**config.mk**
```make
export PLATFORM = sky130hd
export DESIGN_NAME = alu_writeback_stage
export DESIGN_NICKNAME = d
export VERILOG_FILES = /design/src/rtl/alu_writeback_stage_pkg.sv /design/src/rtl/alu_writeback_stage_wb_fifo.sv /design/src/rtl/alu_writeback_stage.sv
export SDC_FILE = /design/constraint.sdc
export NUM_CORES = 1
export LEC_CHECK = 0
export BUFFER_PORTS_ARGS = -buffer_cell sky130_fd_sc_hd__buf_2
export CORE_MARGIN = 4
export CORE_UTILIZATION = 58
export CTS_CLUSTER_SIZE = 28
export DETAILED_ROUTE_END_ITERATION = 6
export PLACE_DENSITY_LB_ADDON = 0.08
export SETUP_SLACK_MARGIN = 0.5
export SYNTH_ARGS = -nofsm -noshare
export SYNTH_HDL_FRONTEND = slang
export SYNTH_SLANG_ARGS = --single-unit
```
**constraint.sdc**
```tcl
create_clock -name clk -period 4.2 [get_ports clk]
set_input_delay 0 -clock clk [delete_from_list [all_inputs] [get_ports clk]]
set_output_delay 0 -clock clk [all_outputs]
set_load 0.01 [all_outputs]
```
**src/rtl/alu_writeback_stage_pkg.sv**
```systemverilog
// Shared PSR layout and condition-code definitions for the writeback stage, branch unit and decoder.
// Latency: n/a (types, constants and a pure combinational helper).
// Backpressure: n/a.
package alu_writeback_stage_pkg;

    // PSR bit positions, packed as {C,L,F,Z,N}
    localparam int PSR_W = 5;
    localparam int PSR_C = 4;
    localparam int PSR_L = 3;
    localparam int PSR_F = 2;
    localparam int PSR_Z = 1;
    localparam int PSR_N = 0;

    typedef enum logic [3:0] {
        COND_EQ = 4'h0,
        COND_NE = 4'h1,
        COND_CS = 4'h2,
        COND_CC = 4'h3,
        COND_HI = 4'h4,
        COND_LS = 4'h5,
        COND_GT = 4'h6,
        COND_LE = 4'h7,
        COND_FS = 4'h8,
        COND_FC = 4'h9,
        COND_LO = 4'hA,
        COND_HS = 4'hB,
        COND_LT = 4'hC,
        COND_GE = 4'hD,
        COND_UC = 4'hE,
        COND_NV = 4'hF
    } cond_e;

    // Evaluate a 4-bit condition code against a {C,L,F,Z,N} status word.
    function automatic logic cond_eval(input logic [PSR_W-1:0] psr_v, input logic [3:0] code);
        logic c, l, f, z, n;
        logic res;
        c = psr_v[PSR_C];
        l = psr_v[PSR_L];
        f = psr_v[PSR_F];
        z = psr_v[PSR_Z];
        n = psr_v[PSR_N];
        case (cond_e'(code))
            COND_EQ: res = z;
            COND_NE: res = !z;
            COND_CS: res = c;
            COND_CC: res = !c;
            COND_HI: res = l;
            COND_LS: res = !l;
            COND_GT: res = n;
            COND_LE: res = !n;
            COND_FS: res = f;
            COND_FC: res = !f;
            COND_LO: res = !l && !z;
            COND_HS: res = l || z;
            COND_LT: res = !n && !z;
            COND_GE: res = n || z;
            COND_UC: res = 1'b1;
            default: res = 1'b0;
        endcase
        return res;
    endfunction

endpackage

```
**src/rtl/alu_writeback_stage_wb_fifo.sv**
```systemverilog
// Generic DEPTH x W synchronous in-order FIFO with full/empty/count.
// Latency: 1 cycle from push to visibility at rdata; rdata shows the head combinationally.
// Backpressure: pushes while full and pops while empty are ignored; full/empty are registered-state only.
// Ports: clk/reset_n; push/wdata in; pop in, rdata out; full, empty, count status.
module wb_fifo #(
    parameter int W     = 8,
    parameter int DEPTH = 2,
    parameter int PW    = (DEPTH > 1) ? $clog2(DEPTH) : 1,
    parameter int CW    = $clog2(DEPTH + 1)
) (
    input  logic          clk,
    input  logic          reset_n,
    input  logic          push,
    input  logic [W-1:0]  wdata,
    input  logic          pop,
    output logic [W-1:0]  rdata,
    output logic          full,
    output logic          empty,
    output logic [CW-1:0] count
);

    logic [W-1:0]  mem_q [DEPTH];
    logic [PW-1:0] wr_ptr_q, wr_ptr_d;
    logic [PW-1:0] rd_ptr_q, rd_ptr_d;
    logic [CW-1:0] count_q, count_d;
    logic          push_ok, pop_ok;

    assign full    = (count_q == CW'(DEPTH));
    assign empty   = (count_q == '0);
    assign count   = count_q;
    assign rdata   = mem_q[rd_ptr_q];
    // A full FIFO refuses the push even when a pop frees a slot the same cycle.
    assign push_ok = push && !full;
    assign pop_ok  = pop && !empty;

    always_comb begin
        wr_ptr_d = wr_ptr_q;
        rd_ptr_d = rd_ptr_q;
        count_d  = count_q;
        // DEPTH is a power of two, so pointer increment wraps naturally
        if (push_ok) wr_ptr_d = wr_ptr_q + 1'b1;
        if (pop_ok)  rd_ptr_d = rd_ptr_q + 1'b1;
        case ({push_ok, pop_ok})
            2'b10:   count_d = count_q + 1'b1;
            2'b01:   count_d = count_q - 1'b1;
            default: count_d = count_q;
        endcase
    end

    always_ff @(posedge clk or negedge reset_n) begin
        if (!reset_n) begin
            wr_ptr_q <= '0;
            rd_ptr_q <= '0;
            count_q  <= '0;
        end else begin
            wr_ptr_q <= wr_ptr_d;
            rd_ptr_q <= rd_ptr_d;
            count_q  <= count_d;
        end
    end

    // Storage needs no reset: occupancy is tracked entirely by the pointers and count.
    always_ff @(posedge clk) begin
        if (push_ok) mem_q[wr_ptr_q] <= wdata;
    end

endmodule

```
**src/rtl/alu_writeback_stage.sv**
```systemverilog
// ALU execute/writeback stage: buffers ALU results, drains to register file and masked PSR update.
// Latency: 1 cycle minimum from accept to rf_we (no empty bypass); PSR updates on the commit edge.
// Backpressure: in_ready = !full (registered state only); rf_stall holds the head entry in place.
// Ports: in_* valid/ready result channel; rf_stall/rf_we/rf_waddr/rf_wdata register-file port;
//        psr committed status, psr_pending flag-hazard hint, cond_code -> cond_true decode.
module alu_writeback_stage
    import alu_writeback_stage_pkg::*;
#(
    parameter int WIDTH    = 16,
    parameter int DEPTH    = 2,
    parameter int REG_ADDR = 4
) (
    input  logic                clk,
    input  logic                reset_n,
    input  logic                in_valid,
    output logic                in_ready,
    input  logic [WIDTH-1:0]    in_result,
    input  logic [REG_ADDR-1:0] in_dest,
    input  logic                in_wr_en,
    input  logic [PSR_W-1:0]    in_flags,
    input  logic [PSR_W-1:0]    in_flag_mask,
    input  logic                rf_stall,
    output logic                rf_we,
    output logic [REG_ADDR-1:0] rf_waddr,
    output logic [WIDTH-1:0]    rf_wdata,
    output logic [PSR_W-1:0]    psr,
    input  logic [3:0]          cond_code,
    output logic                cond_true,
    output logic                psr_pending
);

    localparam int CW = $clog2(DEPTH + 1);

    typedef struct packed {
        logic [WIDTH-1:0]    result;
        logic [REG_ADDR-1:0] dest;
        logic                wr_en;
        logic [PSR_W-1:0]    flags;
        logic [PSR_W-1:0]    mask;
    } entry_t;

    entry_t        push_dat, head_dat;
    logic          fifo_full, fifo_empty;
    logic [CW-1:0] fifo_count;
    logic          push, commit;
    logic [PSR_W-1:0] psr_q, psr_d;
    // Number of buffered entries that will touch the PSR when they commit
    logic [CW-1:0] pend_cnt_q, pend_cnt_d;

    assign push_dat = '{result: in_result, dest: in_dest, wr_en: in_wr_en,
                        flags: in_flags, mask: in_flag_mask};
    assign in_ready = !fifo_full;
    assign push     = in_valid && !fifo_full;
    assign commit   = !fifo_empty && !rf_stall;

    wb_fifo #(
        .W     ($bits(entry_t)),
        .DEPTH (DEPTH)
    ) u_wb_fifo (
        .clk     (clk),
        .reset_n (reset_n),
        .push    (push),
        .wdata   (push_dat),
        .pop     (commit),
        .rdata   (head_dat),
        .full    (fifo_full),
        .empty   (fifo_empty),
        .count   (fifo_count)
    );

    always_comb begin
        psr_d = psr_q;
        if (commit) begin
            for (int i = 0; i < PSR_W; i++) begin
                if (head_dat.mask[i]) psr_d[i] = head_dat.flags[i];
            end
        end
    end

    always_comb begin
        pend_cnt_d = pend_cnt_q;
        if (push && (|in_flag_mask))       pend_cnt_d = pend_cnt_d + 1'b1;
        if (commit && (|head_dat.mask))    pend_cnt_d = pend_cnt_d - 1'b1;
    end

    always_ff @(posedge clk or negedge reset_n) begin
        if (!reset_n) begin
            psr_q      <= '0;
            pend_cnt_q <= '0;
        end else begin
            psr_q      <= psr_d;
            pend_cnt_q <= pend_cnt_d;
        end
    end

    assign rf_we       = commit && head_dat.wr_en;
    assign rf_waddr    = head_dat.dest;
    assign rf_wdata    = head_dat.result;
    assign psr         = psr_q;
    assign psr_pending = (pend_cnt_q != '0);
    assign cond_true   = cond_eval(psr_q, cond_code);

    // Occupancy can never exceed the buffer size.
    a_count_bound: assert property (@(posedge clk) disable iff (!reset_n)
        fifo_count <= CW'(DEPTH));

endmodule
```
==> run summary <==
• u_wb_fifo.wr_ptr_q$_DFFE_PN0P_ — worst hold path endpoint
• 67 — buffers added on ports
• 325 — Layout Nets
• 7980 um — global-route wire length before repair
• 38.8% — fraction of final layout cells with drive strength greater than 1
• 3390 um^2 — placed cell areas
• 62 — number of flops mapped to enable cells by yosys
• 0.33 ns — clock latency at the later pin of the worst-skew pair
• 74.8% — end-of-flow core utilization
• 5030 um — wire length after detailed routing
• 6630 um^2 — die area
• in_valid — hold path startpoint
• 68 — io pins
• no — RSZ-0062 raised after global routing
• 0.00527 ns — final setup skew
• 2.38 ns — placement-stage worst setup slack
• 4 — detailed-routing iteration count for the pre-antenna-repair pass
• sky130_fd_sc_hd__edfxtp_1 — largest area contributor in the netlist
• 2.37 ns — setup slack of the worst register-to-register path
• sky130_fd_sc_hd__edfxtp_1 — dominant register cell in the synthesized netlist
• 5170 um^2 — area of the core
• 26 — number of standard-cell rows in the floorplan
• 7 — CP max FO
• 3 — cell depth of the worst hold path
• in2reg — kind of path behind the tightest hold check
• sky130_fd_sc_hd__edfxtp_1 59%, sky130_fd_sc_hd__dfrtp_1 8.8%, sky130_fd_sc_hd__mux2_2 7.9% — cell types with the largest area share after synthesis
• sky130_fd_sc_hd__clkbuf_8 — root cell of the clock tree
• 9 — total CTS buffers
• 6 — depth of the worst register-to-register path
• 2 — maximum clock insertion buffer count
• 1.83 ns — crit path time final
• 30 — number of unique standard cell types used by synthesis
• 0 — count of yosys warnings during synthesis
• 16.7% — overall track demand over capacity in global routing
• 0.0479 ns — Post-Route Hold Slack
• 0 — number of cells upsized or downsized after cts
• 0.490 ns — slew at the pin closest to its max-slew limit
• 59.5% — portion of synthesized cell area occupied by the leading cell type
• sky130_fd_sc_hd__buf_2 — most common cell after layout, fill and taps aside
• 0 — diode count
• 0.07 ns — clock-pin transition on the worst setup and hold timing paths
• 0 — number of antenna violations at the first check in global routing
• reg2reg — type of the worst setup path
• 73 — register bit count reported by yosys
• 5.01 — Vias/cell
• 0 — Post-DRT Antenna Nets
• 3200 um — HPWL Detailed
• done — TritonCTS clock tree
• 0 — residual DRC count
• 32 — pin count of the biggest net entering global routing
• 3870 um^2 — Post-Layout Inst Area
• 3130 um^2 — Post-Syn Area
• 0 — setup fix buffers added after clock tree synthesis
• 73 — clock net sink count
• 198 — synthesized netlist cell count
• 0.730 — placer's final routability congestion estimate
• 3 — number of levels the H-tree was split into
• 359 — Finished Layout Cells
• 2.37 ns — post-layout worst setup margin
• 15.8 um^2 — synthesized area divided by synthesized cell count
• 1798 — vias after detailed routing
• 32 — number of buffers added to fix hold violations after cts
• 43.5% — Period Utilization, post-route
• 67.3% — Rel. slew slack
• 81.5 um — width of the die
• 4.45 ns — WP data required
• 68.3% — fraction of the yosys area taken by sequential cells
• 609 nW/um^2 — total power density per cell area
• 0.547 GHz — Fmax achieved
• 1.51 nW — static leakage
• 0 — setup-violating endpoint count in the final report
• 15.1% — Async S/R FF share, synth
• 1803 — number of global-route vias before repair
• 0.380 mV — peak supply drop
• 0 ns — Setup TNS Final
• 0 — Final Hold Fails
• 0 — number of maximum-capacitance violations
• flop — kind of start point of the critical path
• flop — kind of end point of the critical path
• 311 — placed cells
• 2.35 mW — overall power
• complete, no violations — status
• 60.5% — initial standard-cell utilization of the core
• 81.5 um — die boundary height
• 239 — total nets after synthesis
• 67 x sky130_fd_sc_hd__buf_2, 62 x sky130_fd_sc_hd__edfxtp_1, 32 x sky130_fd_sc_hd__dlygate4sd3_1 — commonest cells after routing, fill and taps aside
• 2.08 ns — Data arrival, critical path
• 80 — DRT iter0 DRCs
• u_wb_fifo.count[0]$_DFFE_PN0P_ — FF-to-FF Start
• 14.0 um — final routed wire length divided by cell count
• u_wb_fifo.count[1]$_DFFE_PN0P_ — R2R Path End
• 0 — number of pins with negative max-slew slack in the final report
• 0 — overall overflow remaining after global route
• 23.6% — signed area change from the synthesized netlist to the final layout
[cells by family after synthesis]
group           count (synthesis)  synth area share [%]
compound gates                 21                  5.48
xor+xnor                        9                  2.52
fa+ha+maj                       2                 0.800
buf+inv                        32                  6.52
flops                          73                  68.3
mux                            33                  11.4
simple gates                   28                  4.96
[how the worst max path moves through the flow]
stage | start | endpoint | slack, ns | cells after the start
2_1_floorplan | u_wb_fifo.count[1]$_DFFE_PN0P_ | u_wb_fifo.mem_q[0][0]$_DFFE_PP_ | 1.73 | 3
3_3_place_gp | u_wb_fifo.count[0]$_DFFE_PN0P_ | u_wb_fifo.count[1]$_DFFE_PN0P_ | 2.42 | 6
3_5_place_dp | u_wb_fifo.count[0]$_DFFE_PN0P_ | u_wb_fifo.count[1]$_DFFE_PN0P_ | 2.38 | 6
4_1_cts | u_wb_fifo.count[0]$_DFFE_PN0P_ | u_wb_fifo.count[1]$_DFFE_PN0P_ | 2.34 | 6
5_1_grt | u_wb_fifo.count[0]$_DFFE_PN0P_ | u_wb_fifo.count[1]$_DFFE_PN0P_ | 2.13 | 6
6_report | u_wb_fifo.count[0]$_DFFE_PN0P_ | u_wb_fifo.count[1]$_DFFE_PN0P_ | 2.37 | 6
[state kept, by name, summed over array words and instances, names as in the netlist]
name / cells
u_wb_fifo.count: 2
psr: 5
u_wb_fifo.wr_ptr_q: 1
pend_cnt_q: 2
u_wb_fifo.rd_ptr_q: 1
u_wb_fifo.mem_q: 62
[synthesized netlist by cell type (all sizes together), types with 2 or more instances]
library cell and count:
a211oi 2, xnor2 6, o211ai 3, mux2 22
nor3 2, nor2 13, nand2 2, buf 25
a31oi 3, a21oi 8, xor2 3, ha 2
inv 5, edfxtp 62, dfrtp 11, mux2i 11
nor3b 5, o21ai 2, clkbuf 2
[critical path: stages, from the launching register on]
cell and delay (ns):
sky130_fd_sc_hd__dfrtp_1 0.42, sky130_fd_sc_hd__nor2_1 0.09, sky130_fd_sc_hd__or2_0 0.41, sky130_fd_sc_hd__inv_1 0.19, sky130_fd_sc_hd__ha_1 0.36, sky130_fd_sc_hd__nor2_1 0.14
sky130_fd_sc_hd__xor2_1 0.15
[power by group]
group          total, mW  switching [mW]  internal, mW
combinational      0.819           0.433         0.386
sequential          1.10          0.0934          1.01
clock              0.436           0.225         0.211
total               2.35           0.752          1.60
[area by class of cell]
class                           instances  area [um^2]
Clock buffer                           12          135
Inverter                                5         18.8
Fill cell                             316         1310
Timing Repair Buffer                  102          678
Sequential cell                        73         2140
Multi-Input combinational cell         93          791
Tap cell                               70         87.6
Clock inverter                          4         20.0
[layer usage]
metal | vias to the layer above | track usage (%) | wire length (um)
li1 | 888 | - | -
met1 | 854 | 19.9 | 2080
met2 | 49 | 29.2 | 2620
met3 | 7 | 3.51 | 259
met4 | 0 | 7.60 | 72
met5 | - | 0 | 0
No activity file was read; power rests on OpenSTA's default activity.
